### src/rtl/uart_tx_serializer.sv
// UART transmit serializer: turns one TxStart/TxData request into a framed
// serial character (start, 5-8 data bits LSB first, optional parity, 1-2 stop)
// with an internal baud counter and a one-cycle TxDone on the final stop cycle.
module uart_tx_serializer #(
    parameter int unsigned DIV_W = 16
) (
    input  logic             pClk,
    input  logic             pReset,
    input  logic             TxStart,
    input  logic [7:0]       TxData,
    input  logic [DIV_W-1:0] BaudDiv,
    input  logic [1:0]       DataLen,
    input  logic             StopBits,
    input  logic             ParityEn,
    input  logic             EvenParity,
    output logic             TxSerial,
    output logic             TxBusy,
    output logic             TxDone
);

    typedef enum logic [2:0] {
        StIdle,
        StStart,
        StData,
        StParity,
        StStop1,
        StStop2
    } state_t;

    state_t           r_state;
    logic [DIV_W-1:0] r_baud_cnt;
    logic [2:0]       r_bit_cnt;
    logic [7:0]       r_shift;
    logic             r_parity;

    // Frame configuration captured at acceptance; frozen for the whole frame
    logic [DIV_W-1:0] r_div;
    logic [1:0]       r_len;
    logic             r_stop2;
    logic             r_par_en;
    logic             r_even;

    logic             r_tx;
    logic             r_busy;
    logic             r_done;

    logic             w_accept;
    logic             w_bit_end;
    logic             w_next_is_last;
    logic             w_div_zero;
    logic             w_last_data;
    logic [2:0]       w_nbits_m1;
    logic [7:0]       w_shift_src;

    // r_done is high only in the last cycle of the final stop bit, which is
    // exactly the back-to-back acceptance window.
    assign w_accept       = TxStart && ((r_state == StIdle) || r_done);
    assign w_bit_end      = (r_baud_cnt == r_div);
    assign w_next_is_last = ((r_baud_cnt + DIV_W'(1)) == r_div);
    assign w_div_zero     = (r_div == '0);
    assign w_nbits_m1     = {1'b0, r_len} + 3'd4;
    assign w_last_data    = (r_bit_cnt == w_nbits_m1);
    // With BaudDiv=0 the start bit ends on the same edge TxData is captured,
    // so the first data bit must come straight from the input.
    assign w_shift_src    = (r_baud_cnt == '0) ? TxData : r_shift;

    // Frame FSM; outputs are registered and set for the cycle being entered
    always_ff @(posedge pClk) begin
        if (pReset) begin
            r_state    <= StIdle;
            r_baud_cnt <= '0;
            r_bit_cnt  <= '0;
            r_shift    <= '0;
            r_parity   <= 1'b0;
            r_div      <= '0;
            r_len      <= '0;
            r_stop2    <= 1'b0;
            r_par_en   <= 1'b0;
            r_even     <= 1'b0;
            r_tx       <= 1'b1;
            r_busy     <= 1'b0;
            r_done     <= 1'b0;
        end else begin
            r_done <= 1'b0;
            if (w_accept) begin
                r_div      <= BaudDiv;
                r_len      <= DataLen;
                r_stop2    <= StopBits;
                r_par_en   <= ParityEn;
                r_even     <= EvenParity;
                r_state    <= StStart;
                r_baud_cnt <= '0;
                r_bit_cnt  <= '0;
                r_parity   <= 1'b0;
                r_tx       <= 1'b0;
                r_busy     <= 1'b1;
            end else begin
                unique case (r_state)
                    StIdle: begin
                        r_tx   <= 1'b1;
                        r_busy <= 1'b0;
                    end
                    StStart: begin
                        // TxData becomes valid the cycle after TxStart
                        if (r_baud_cnt == '0) begin
                            r_shift <= TxData;
                        end
                        if (w_bit_end) begin
                            r_state    <= StData;
                            r_baud_cnt <= '0;
                            r_tx       <= w_shift_src[0];
                        end else begin
                            r_baud_cnt <= r_baud_cnt + DIV_W'(1);
                        end
                    end
                    StData: begin
                        if (w_bit_end) begin
                            r_baud_cnt <= '0;
                            r_parity   <= r_parity ^ r_shift[0];
                            r_shift    <= r_shift >> 1;
                            if (!w_last_data) begin
                                r_bit_cnt <= r_bit_cnt + 3'd1;
                                r_tx      <= r_shift[1];
                            end else if (r_par_en) begin
                                r_state <= StParity;
                                r_tx    <= r_parity ^ r_shift[0] ^ ~r_even;
                            end else begin
                                r_state <= StStop1;
                                r_tx    <= 1'b1;
                                r_done  <= !r_stop2 && w_div_zero;
                            end
                        end else begin
                            r_baud_cnt <= r_baud_cnt + DIV_W'(1);
                        end
                    end
                    StParity: begin
                        if (w_bit_end) begin
                            r_state    <= StStop1;
                            r_baud_cnt <= '0;
                            r_tx       <= 1'b1;
                            r_done     <= !r_stop2 && w_div_zero;
                        end else begin
                            r_baud_cnt <= r_baud_cnt + DIV_W'(1);
                        end
                    end
                    StStop1: begin
                        if (w_bit_end) begin
                            r_baud_cnt <= '0;
                            if (r_stop2) begin
                                r_state <= StStop2;
                                r_done  <= w_div_zero;
                            end else begin
                                r_state <= StIdle;
                                r_busy  <= 1'b0;
                            end
                        end else begin
                            r_baud_cnt <= r_baud_cnt + DIV_W'(1);
                            r_done     <= !r_stop2 && w_next_is_last;
                        end
                    end
                    StStop2: begin
                        if (w_bit_end) begin
                            r_baud_cnt <= '0;
                            r_state    <= StIdle;
                            r_busy     <= 1'b0;
                        end else begin
                            r_baud_cnt <= r_baud_cnt + DIV_W'(1);
                            r_done     <= w_next_is_last;
                        end
                    end
                    default: begin
                        r_state <= StIdle;
                        r_tx    <= 1'b1;
                        r_busy  <= 1'b0;
                    end
                endcase
            end
        end
    end

    assign TxSerial = r_tx;
    assign TxBusy   = r_busy;
    assign TxDone   = r_done;

endmodule

### config.mk
export PLATFORM = sky130hd
export DESIGN_NAME = uart_tx_serializer
export DESIGN_NICKNAME = d
export VERILOG_FILES = /design/src/rtl/uart_tx_serializer.sv
export SDC_FILE = /design/constraint.sdc
export NUM_CORES = 1
export LEC_CHECK = 0
export ABC_AREA = 1
export BUFFER_PORTS_ARGS = -buffer_cell sky130_fd_sc_hd__buf_2
export CAP_MARGIN = 20
export CELL_PAD_IN_SITES_DETAIL_PLACEMENT = 2
export CELL_PAD_IN_SITES_GLOBAL_PLACEMENT = 2
export CORE_MARGIN = 1.5
export CORE_UTILIZATION = 34
export CTS_BUF_LIST = sky130_fd_sc_hd__clkbuf_16
export DETAILED_ROUTE_END_ITERATION = 8
export PLACE_DENSITY_LB_ADDON = 0.1
export SYNTH_ARGS = -nofsm -noshare
export SYNTH_HDL_FRONTEND = slang
export SYNTH_SLANG_ARGS = --single-unit
### constraint.sdc
create_clock -name pClk -period 3.2 [get_ports pClk]
set_input_delay 0.48 -clock pClk [delete_from_list [all_inputs] [get_ports pClk]]
set_output_delay 0.48 -clock pClk [all_outputs]
set_load 0.02 [all_outputs]
==> flow_summary_export.csv, run 1 <==
group,metric,value,unit
synth,avgSynthCellArea,6.13,sq um
placed_design,hpwl,8790,microns
global_routing,antenna_found_initial,0,
route,wl,11200,microns
synth,syn-cell-area,3310,sq um
pwr,ir_drop,274,uV
clock_network,cts_tree,"built",
route,vias_per_cell,5.04,
synth,synth_flop_cell,"dfxtp_1",
timing,worst_pin_slew,0.975,ns
global_routing,grt_usage,0.227,
timing,finalSetupViolCount,0,
timing,min_period,2.56,ns
clock_network,clk_latency,0.30,ns
timing,slew_viol_final,0,
clock_network,htree_levels,2,
hold_path,min_path_type,"in2reg",
synth,syn_nets,576,
route,drc_errors,0,
global_routing,grt_pass1_vias,3728,
finish,final_nets,607,
route,vias,3529,
floorplanning,die-area,10300,sq um
placed_design,port_buffers,34,
clock_network,post_cts_buffers,0,
route,detail-route-antenna-nets,0,
worst_setup_path,r2r-end,"r_baud_cnt[15]$_SDFFE_PP0P_",
worst_setup_path,critPathLaunchType,"flop",
outcome,status,"finished clean",
timing,slew_headroom,0.346,
floorplanning,fp.dieH,102,microns
floorplanning,design.core.area,9330,sq um
clock_network,clock-sinks,55,
timing,max_freq,391,MHz
synth,yosysWarningCount,0,
floorplanning,dieWidth,102,microns
finish,fin_area,3730,sq um
synth,async_reset_ff_frac,0,
clock_network,ctsResizeCount,0,
finish,syn2layout_area_growth,12.8,%
clock_network,ctsHoldBuffers,0,
worst_setup_path,arrival,2.79,ns
route,first_iter_violations,57,
hold_path,holdPathStages,3,
worst_setup_path,critPathMaxStageDelay,0.48,ns
hold_path,min_from,"TxData[7]",
global_routing,grt_pass1_wl,18200,microns
placed_design,place_area,3590,sq um
clock_network,cts_buffers,5,
timing,fin_crit_sh,0.799,
worst_setup_path,r2r_slack,0.64,ns
clock_network,clk_pin_slew,0.08,ns
worst_setup_path,crit_fanout,19,
finish,diodes,0,
floorplanning,fp-row-count,35,
floorplanning,ios,35,
worst_setup_path,critPathKind,"reg2reg",
synth,synth_edf_count,0,
timing,hold_viol,0,
worst_setup_path,crit_path_cell_trace,"nor2_2 > nand2_2 > nand2_1 > nor2_2 > o21ai_1 > inv_1 > o21ai_0 > a21oi_1",
run,cap_violations,0,
worst_setup_path,required,3.43,ns
timing,rsz0062_at_grt,"no",
worst_setup_path,r2r-start,"r_state[0]$_SDFFE_PP0P_",
pwr,power_density,758,nW/um^2
synth,synth_seq_cells,55,
global_routing,grt_overflow_total,0,
synth,synth.distinct_cells,30,
worst_setup_path,cpMaxStageDelayCell,"nor2_2",
worst_setup_path,crit_path_end_kind,"flop",
worst_setup_path,reg2regPathDepth,8,
finish,drive_gt1_frac,0.119,
floorplanning,start_util,0.354,
clock_network,root_buffer,"clkbuf_16",
synth,netlist_instances,539,
worst_setup_path,cpMostUsedCell,"nor2_2",
pwr,leakagePower,1.67,nW
hold_path,hold_path_end,"r_shift[7]$_SDFFE_PP0P_",
route,wl_per_cell,16.0,microns
synth,yosysSeqAreaShare,0.333,
placed_design,place_congestion,0.853,
timing,skew,0.0112,ns
timing,setup_tns,0,ns
route,drt_first_pass_iters,4,
clock_network,clk_path_buf_depth,2,
global_routing,grt_max_degree,47,
sequential cells by signal (all words and copies together), names as in the netlist:
signal / cells
TxBusy: 1
r_par_en: 1
r_div: 16
TxDone: 1
r_bit_cnt: 3
r_baud_cnt: 16
r_len: 2
TxSerial: 1
r_even: 1
r_shift: 8
r_parity: 1
r_stop2: 1
r_state: 3
cells in the mapped netlist (8+ instances only):
master | number | area (sq um)
xor2_1 | 9 | 78.8
nor2_1 | 73 | 274
o21ai_0 | 33 | 165
a21oi_1 | 39 | 195
nor3_1 | 8 | 40.0
inv_2 | 11 | 41.3
nand4_1 | 10 | 62.6
dfxtp_1 | 55 | 1100
nand2_1 | 154 | 578
nand3_1 | 26 | 130
inv_1 | 68 | 255
area by class of cell:
type	instances	area, sq um
Fill cell	1226	5600
Multi-Input combinational cell	394	1850
Sequential cell	55	1100
Inverter	79	297
Timing Repair Buffer	35	178
Tap cell	129	161
Clock buffer	5	125
Clock inverter	3	15.0
metrics by stage:
| stage | std cells | total power (W) | setup WS [ns] | utilization | hold slack [ns] |
|---|---|---|---|---|---|
| after detailed placement | 692 | 0.00229 | 0.752 | 0.385 | 0.481 |
| final | 700 | 0.00283 | 0.645 | 0.400 | 0.431 |
| after floorplan | 539 | 0.00192 | 1.65 | - | 0.442 |
| after CTS | 700 | 0.00286 | 0.638 | 0.400 | 0.426 |
| after global placement | 692 | 0.00221 | 0.907 | 0.385 | 0.452 |
| after global routing | 700 | 0.00307 | 0.445 | 0.400 | 0.464 |
critical path: cells and delay by family (launching register included):
family / cells / cell delay, ns
AOI/OAI and AO/OA: 3 / 0.72
buffers and inverters: 1 / 0.22
DFF: 1 / 0.45
and+or+nand+nor: 4 / 1.08
layer usage:
layer / part of all wire / GRT usage / vias up
li1: - / - / 1762
met3: 0.021 / 0.0242 / 21
met2: 0.51 / 0.413 / 51
met4: 0.025 / 0.0759 / 0
met1: 0.45 / 0.279 / 1695
met5: 0 / 0 / -
worst max path at each step:
stage	start	end	depth (start not counted)
after detailed placement	r_state[0]$_SDFFE_PP0P_	r_baud_cnt[15]$_SDFFE_PP0P_	8
after CTS	r_state[0]$_SDFFE_PP0P_	r_baud_cnt[15]$_SDFFE_PP0P_	8
after floorplan	r_baud_cnt[1]$_SDFFE_PP0P_	TxDone$_SDFF_PP0_	13
after global routing	r_state[0]$_SDFFE_PP0P_	r_baud_cnt[15]$_SDFFE_PP0P_	8
final	r_state[0]$_SDFFE_PP0P_	r_baud_cnt[15]$_SDFFE_PP0P_	8
after global placement	r_state[0]$_SDFFE_PP0P_	r_baud_cnt[3]$_SDFFE_PP0P_	8
report_power, final:
part	internal, W	switching (W)
registers	0.000844	0.000101
logic	0.000391	0.000936
clock network	0.000287	0.000267
cell families (layout without fill, tap and decap cells):
family,count (synthesis),in the layout,share of synthesized area
and+or+nand+nor,290,290,0.372
buffers and inverters,90,122,0.106
AOI/OAI and AO/OA,87,87,0.138
DFF,55,55,0.333
xor gates and xnor gates,12,12,0.0318
adders and majority gates,5,5,0.0189
cells in the final DEF (no fill, tap or decap), types with 10 or more instances in the layout:
cell type  count
nand2_1      154
nor2_1        73
inv_1         68
dfxtp_1       55
a21oi_1       39
buf_2         34
o21ai_0       33
nand3_1       26
inv_2         11
nand4_1       10
No activity file was read; power rests on OpenSTA's default activity.
==> run 2: changes to the inputs <==
--- a/config.mk
+++ b/config.mk
@@ -11,7 +11,7 @@
 export CELL_PAD_IN_SITES_DETAIL_PLACEMENT = 2
 export CELL_PAD_IN_SITES_GLOBAL_PLACEMENT = 2
 export CORE_MARGIN = 1.5
-export CORE_UTILIZATION = 34
+export CORE_UTILIZATION = 31
 export CTS_BUF_LIST = sky130_fd_sc_hd__clkbuf_16
 export DETAILED_ROUTE_END_ITERATION = 8
 export PLACE_DENSITY_LB_ADDON = 0.1
==> constraint.sdc (replaced) <==
create_clock -name pClk -period 2.4 [get_ports pClk]
set_input_delay 0.36 -clock pClk [delete_from_list [all_inputs] [get_ports pClk]]
set_output_delay 0.36 -clock pClk [all_outputs]
set_load 0.02 [all_outputs]
==> flow_summary_export.csv, run 2 (synthesis gave the netlist of run 1 again) <==
group,metric,value,unit
worst_setup_path,critPathLaunchType,"flop",
worst_setup_path,cpMostUsedCell,"nand2_1",
timing,rsz0062_at_grt,"no",
route,first_iter_violations,86,
hold_path,min_from,"TxData[7]",
outcome,status,"finished clean",
floorplanning,die-area,11300,sq um
route,wl,11700,microns
timing,skew,0.00876,ns
worst_setup_path,critPathKind,"reg2reg",
floorplanning,start_util,0.320,
worst_setup_path,path_buf_inv,3,
worst_setup_path,crit_fanout,7,
clock_network,cts_buffers,5,
global_routing,grt_pass1_vias,3923,
worst_setup_path,cp.depth,12,
clock_network,clk_latency,0.30,ns
route,wl_per_cell,16.4,microns
worst_setup_path,critPathTopFamily,"simple AND/OR/NAND/NOR gates",
placed_design,hpwl,9330,microns
global_routing,grt_pass1_wl,19500,microns
timing,fin_crit_sh,0.814,
global_routing,grt_max_degree,46,
route,drc_errors,0,
timing,slew_headroom,0.705,
pwr,ir_drop,403,uV
route,vias_per_cell,4.92,
clock_network,ctsResizeCount,0,
clock_network,ctsHoldBuffers,0,
worst_setup_path,r2r-start,"r_baud_cnt[3]$_SDFFE_PP0P_",
finish,layout_commonest_cell,"nand2_1",
timing,min_period,1.95,ns
timing,holdWs,0.299,ns
pwr,power_density,1020,nW/um^2
worst_setup_path,required,2.59,ns
worst_setup_path,r2r-end,"r_baud_cnt[15]$_SDFFE_PP0P_",
pwr,leakagePower,1.71,nW
hold_path,min_path_type,"in2reg",
floorplanning,design.core.area,10300,sq um
clock_network,clock-sinks,55,
route,detail-route-antenna-nets,0,
worst_setup_path,r2r_slack,0.45,ns
floorplanning,fp-row-count,37,
finish,final_core_util,0.369,
worst_setup_path,reg2regPathDepth,12,
route,drt_first_pass_iters,4,
finish,reg_top3,"r_baud_cnt: 16 flops, r_div: 16 flops, r_shift: 8 flops",
timing,finalSetupViolCount,0,
worst_setup_path,crit_path_end_kind,"flop",
clock_network,clk_path_buf_depth,2,
worst_setup_path,arrival,2.14,ns
route,vias,3518,
timing,slew_viol_final,0,
worst_setup_path,critPathMaxStageDelay,0.44,ns
finish,drive_gt1_frac,0.130,
worst_setup_path,cpMaxStageDelayCell,"dfxtp_1",
clock_network,root_buffer,"clkbuf_16",
worst_setup_path,crit_path_cell_trace,"inv_2 > nand2_1 > nand2_1 > nor2_1 > nand2_1 > nor2_2 > nand2_2 > o21ai_1 > buf_4 > inv_1 > o21ai_0 > a21oi_1",
finish,syn2layout_area_growth,15.1,%
timing,max_freq,512,MHz
timing,hold_viol,0,
global_routing,grt_usage,0.221,
global_routing,antenna_found_initial,0,
hold_path,holdPathStages,3,
placed_design,place_congestion,0.853,
finish,diodes,0,
hold_path,hold_path_end,"r_shift[7]$_SDFFE_PP0P_",
floorplanning,fp.dieH,106,microns
clock_network,post_cts_buffers,0,
timing,setup_tns,0,ns
run,cap_violations,0,
finish,nFillCells,1325,
finish,final_nets,615,
floorplanning,ios,35,
timing,worst_pin_slew,0.442,ns
global_routing,grt_overflow_total,0,
floorplanning,dieWidth,106,microns
clock_network,clk_pin_slew,0.08,ns
placed_design,port_buffers,34,
clock_network,htree_levels,2,
clock_network,cts_tree,"built",
finish,layout_common_cells,"nand2_1 (154), nor2_1 (73), inv_1 (68)",
-- run 2: worst max path at each step --
| stage | start | endpoint | slack (ns) |
|---|---|---|---|
| 6_report | r_baud_cnt[3]$_SDFFE_PP0P_ | r_baud_cnt[15]$_SDFFE_PP0P_ | 0.45 |
| 5_1_grt | r_baud_cnt[2]$_SDFFE_PP0P_ | r_bit_cnt[0]$_SDFFE_PP0P_ | 0.19 |
| 4_1_cts | r_baud_cnt[3]$_SDFFE_PP0P_ | r_bit_cnt[0]$_SDFFE_PP0P_ | 0.41 |
| 3_5_place_dp | r_baud_cnt[3]$_SDFFE_PP0P_ | r_bit_cnt[0]$_SDFFE_PP0P_ | 0.45 |
| 3_3_place_gp | r_baud_cnt[4]$_SDFFE_PP0P_ | r_baud_cnt[15]$_SDFFE_PP0P_ | 0.48 |
| 2_1_floorplan | r_baud_cnt[1]$_SDFFE_PP0P_ | TxDone$_SDFF_PP0_ | 0.85 |
-- run 2: routing by layer --
metal | global-route usage | part of all wire
met4 | 0.0483 | 0.014
met5 | 0 | 0
met2 | 0.408 | 0.51
met1 | 0.272 | 0.46
met3 | 0.0282 | 0.020
-- run 2: final cells by class --
| cell class | count | area [sq um] | area share |
|---|---|---|---|
| Sequential cell | 55 | 1100 | 0.289 |
| Clock buffer | 5 | 125 | 0.0329 |
| Clock inverter | 3 | 21.3 | 0.00559 |
| Multi-Input combinational cell | 394 | 1850 | 0.487 |
| Inverter | 79 | 297 | 0.0779 |
| Timing Repair Buffer | 43 | 238 | 0.0625 |
| Tap cell | 136 | 170 | 0.0447 |
-- run 2: worst register-to-register path: cells and delay by family (launching register included) --
family | cells | cell delay (ns)
AO/OA/AOI/OAI | 3 | 0.33
buffers and inverters | 3 | 0.38
flip-flops | 1 | 0.44
AND/OR/NAND/NOR | 6 | 0.70
-- run 2: power breakdown --
part / switching, W / internal (W)
clock: 0.000372 / 0.000393
combinational: 0.00128 / 0.000577
sequential: 0.000140 / 0.00112
total: 0.00179 / 0.00209
-- run 2: through the flow --
step | power (W) | std cells | cell area (sq um) | setup slack (ns)
final | 0.00389 | 715 | 3800 | 0.446
after global routing | 0.00424 | 715 | 3800 | 0.187
after CTS | 0.00397 | 715 | 3800 | 0.409
after detailed placement | 0.00317 | 707 | 3660 | 0.453
after global placement | 0.00308 | 707 | 3660 | 0.481
after floorplan | 0.00255 | 539 | 3310 | 0.850
==> run 3: changes to the inputs <==
--- a/config.mk
+++ b/config.mk
@@ -5,7 +5,7 @@
 export SDC_FILE = /design/constraint.sdc
 export NUM_CORES = 1
 export LEC_CHECK = 0
-export ABC_AREA = 1
+export ABC_AREA = 0
 export BUFFER_PORTS_ARGS = -buffer_cell sky130_fd_sc_hd__buf_2
 export CAP_MARGIN = 20
 export CELL_PAD_IN_SITES_DETAIL_PLACEMENT = 2
==> constraint.sdc (replaced) <==
create_clock -name pClk -period 1.75 [get_ports pClk]
set_input_delay 0.2625 -clock pClk [delete_from_list [all_inputs] [get_ports pClk]]
set_output_delay 0.2625 -clock pClk [all_outputs]
set_load 0.02 [all_outputs]
==> flow_summary_export.csv, run 3 <==
group,metric,value,unit
route,wl_per_cell,29.2,microns
floorplanning,design.core.area,10200,sq um
route,vias,4007,
hold_path,min_path_type,"in2reg",
worst_setup_path,path_buf_inv,1,
global_routing,grt_pass1_wl,27400,microns
clock_network,clk_latency,0.33,ns
synth,synth_commonest_cells,"nand2_1 (68), dfxtp_1 (55), a21oi_1 (39), nor2_1 (29), xnor2_1 (24)",
placed_design,hpwl,10500,microns
finish,diodes,0,
finish,layout_common_cells,"buf_4 (123), nand2_1 (64), dfxtp_1 (40)",
timing,finalSetupViolCount,34,
synth,syn-cell-area,3250,sq um
synth,yosysWarningCount,0,
worst_setup_path,critPathMaxStageDelay,0.51,ns
clock_network,cts_buffers,5,
worst_setup_path,arrival,2.51,ns
timing,fin_crit_sh,1.31,
hold_path,holdPathStages,3,
worst_setup_path,cpMaxStageDelayCell,"or4_4",
clock_network,htree_levels,2,
clock_network,cts_tree,"built",
finish,ff_latch_area,1130,sq um
clock_network,ctsHoldBuffers,0,
worst_setup_path,reg2regPathDepth,8,
pwr,leakagePower,2.08,nW
floorplanning,die-area,11100,sq um
clock_network,clk_path_buf_depth,2,
route,drc_errors,0,
floorplanning,start_util,0.318,
worst_setup_path,critPathKind,"reg2reg",
finish,syn2layout_area_growth,64.4,%
synth,synthTopCellsByArea,"dfxtp_1 (34%), nand2_1 (7.9%), xnor2_1 (6.5%), a21oi_1 (6.0%), xor2_1 (3.5%)",
run,cap_violations,0,
synth,netlist_instances,411,
clock_network,root_buffer,"clkbuf_16",
placed_design,port_buffers,34,
finish,reg_top3,"r_baud_cnt: 16 flops, r_div: 16 flops, r_shift: 8 flops",
hold_path,hold_path_end,"r_div[5]$_SDFFE_PP0P_",
synth,synth_top_cell_area_share,0.339,
synth,avgSynthCellArea,7.91,sq um
timing,worst_pin_slew,0.494,ns
worst_setup_path,r2r-start,"r_baud_cnt[1]$_SDFFE_PP0P_",
global_routing,grt_pass1_vias,4388,
timing,hold_viol,0,
placed_design,place_inst,667,
synth,yosysSeqAreaShare,0.339,
worst_setup_path,crit_fanout,2,
timing,slew_viol_final,0,
timing,max_freq,435,MHz
clock_network,clock-sinks,55,
floorplanning,fp.dieH,105,microns
placed_design,place_area,4430,sq um
clock_network,clk_pin_slew,0.09,ns
synth,yosysMostFrequentCell,"nand2_1",
floorplanning,ios,35,
floorplanning,fp-row-count,37,
synth,synth_flop_cell,"dfxtp_1",
placed_design,place_congestion,0.834,
global_routing,grt_usage,0.334,
timing,slew_headroom,0.667,
finish,fin_area,5340,sq um
worst_setup_path,critPathTopFamily,"simple AND/OR/NAND/NOR gates",
global_routing,grt_max_degree,38,
finish,final_core_util,0.522,
outcome,violations,"setup timing",
route,first_iter_violations,276,
finish,layout_commonest_cell,"buf_4",
pwr,finalPower,0.00341,W
finish,final_nets,604,
floorplanning,dieWidth,105,microns
worst_setup_path,r2r_slack,-0.55,ns
outcome,status,"complete, but fails checks",
route,drt_first_pass_iters,4,
finish,multiInputGateArea,2470,sq um
global_routing,grt_overflow_total,0,
finish,drive_gt1_frac,0.502,
timing,min_period,2.30,ns
synth,async_reset_ff_frac,0,
worst_setup_path,critPathLaunchType,"flop",
timing,setup_tns,-12.88,ns
finish,nFillCells,1076,
synth,synth_seq_cells,55,
worst_setup_path,r2r-end,"TxSerial$_SDFFE_PP1P_",
hold_path,min_from,"BaudDiv[5]",
synth,synth_top_area_cell,"dfxtp_1",
pwr,power_density,639,nW/um^2
finish,finalNonFillerCells,704,
route,vias_per_cell,5.69,
pwr,ir_drop,838,uV
synth,synth.distinct_cells,56,
timing,finalWorstSetupSlack,-0.549,ns
synth,synth_edf_count,0,
route,wl,20500,microns
route,detail-route-antenna-nets,0,
worst_setup_path,required,1.96,ns
worst_setup_path,crit_path_cell_trace,"inv_4 > ha_4 > nor4b_4 > and4_4 > mux2i_4 > o21ai_2 > or4_4 > a31o_1",
global_routing,antenna_found_initial,0,
timing,skew,0.0158,ns
worst_setup_path,crit_path_end_kind,"flop",
synth,syn_nets,448,
worst_setup_path,cp.depth,8,
timing,rsz0062_at_grt,"yes",
-- run 3: kinds of logic (layout without fill, tap and decap cells) --
logic type,count (synthesis),count (layout),share of synthesized area
AO/OA/AOI/OAI,93,93,0.182
XOR/XNOR,43,43,0.130
adder cells (fa/ha/maj),5,5,0.0192
buffers and inverters,42,199,0.0581
flip-flops,55,55,0.339
multiplexers,4,4,0.0123
AND/OR/NAND/NOR,169,169,0.260
-- run 3: power by group --
part,total (W),switching [W],internal (W)
combinational,0.000948,0.000518,0.000430
sequential,0.00137,0.0000729,0.00129
clock,0.00110,0.000566,0.000532
total,0.00341,0.00116,0.00226
-- run 3: area by class of cell --
cell class / count / area share
tap: 136 / 0.0318
multi-input combinational: 314 / 0.462
clock buffer: 5 / 0.0234
sequential: 55 / 0.212
clock inverter: 3 / 0.00375
timing repair buffer: 179 / 0.257
inverter: 12 / 0.00937
-- run 3: worst max path at each step --
| stage | startpoint | endpoint | slack (ns) |
|---|---|---|---|
| finish | r_baud_cnt[1]$_SDFFE_PP0P_ | TxSerial$_SDFFE_PP1P_ | -0.55 |
| global route | r_baud_cnt[1]$_SDFFE_PP0P_ | TxSerial$_SDFFE_PP1P_ | -0.60 |
| CTS | r_baud_cnt[8]$_SDFFE_PP0P_ | TxSerial$_SDFFE_PP1P_ | -0.42 |
| detailed placement | r_baud_cnt[9]$_SDFFE_PP0P_ | TxSerial$_SDFFE_PP1P_ | -0.61 |
| global placement | r_baud_cnt[7]$_SDFFE_PP0P_ | TxSerial$_SDFFE_PP1P_ | -0.39 |
| floorplan | r_baud_cnt[0]$_SDFFE_PP0P_ | TxSerial$_SDFFE_PP1P_ | -0.35 |
-- run 3: what timing repair did --
item / 4_1_cts / 5_1_grt
setup endpoints to repair: 34 / 46
pin swaps: 31 / 40
cloned: 1 / 0
resized for setup: 71 / 51
setup buffers: 22 / 9
-- run 3: metal layers --
layer	track usage	vias up	part of all wire
li1	-	1743	-
met1	0.408	2072	0.42
met2	0.592	139	0.49
met3	0.0439	53	0.049
met4	0.134	0	0.041
met5	0	-	0
-- run 3: tightest hold or removal path, delay by kind of cell --
kind,cells,cell delay (ns)
buf+inv,1,0.10
simple gates,1,0.05
compound gates,1,0.05
-- run 3: per-stage QoR --
stage | setup WS [ns] | hold slack, ns
global placement | -0.387 | 0.461
floorplan | -0.353 | 0.398
finish | -0.549 | 0.194
detailed placement | -0.606 | 0.479
CTS | -0.425 | 0.189
global route | -0.596 | 0.200
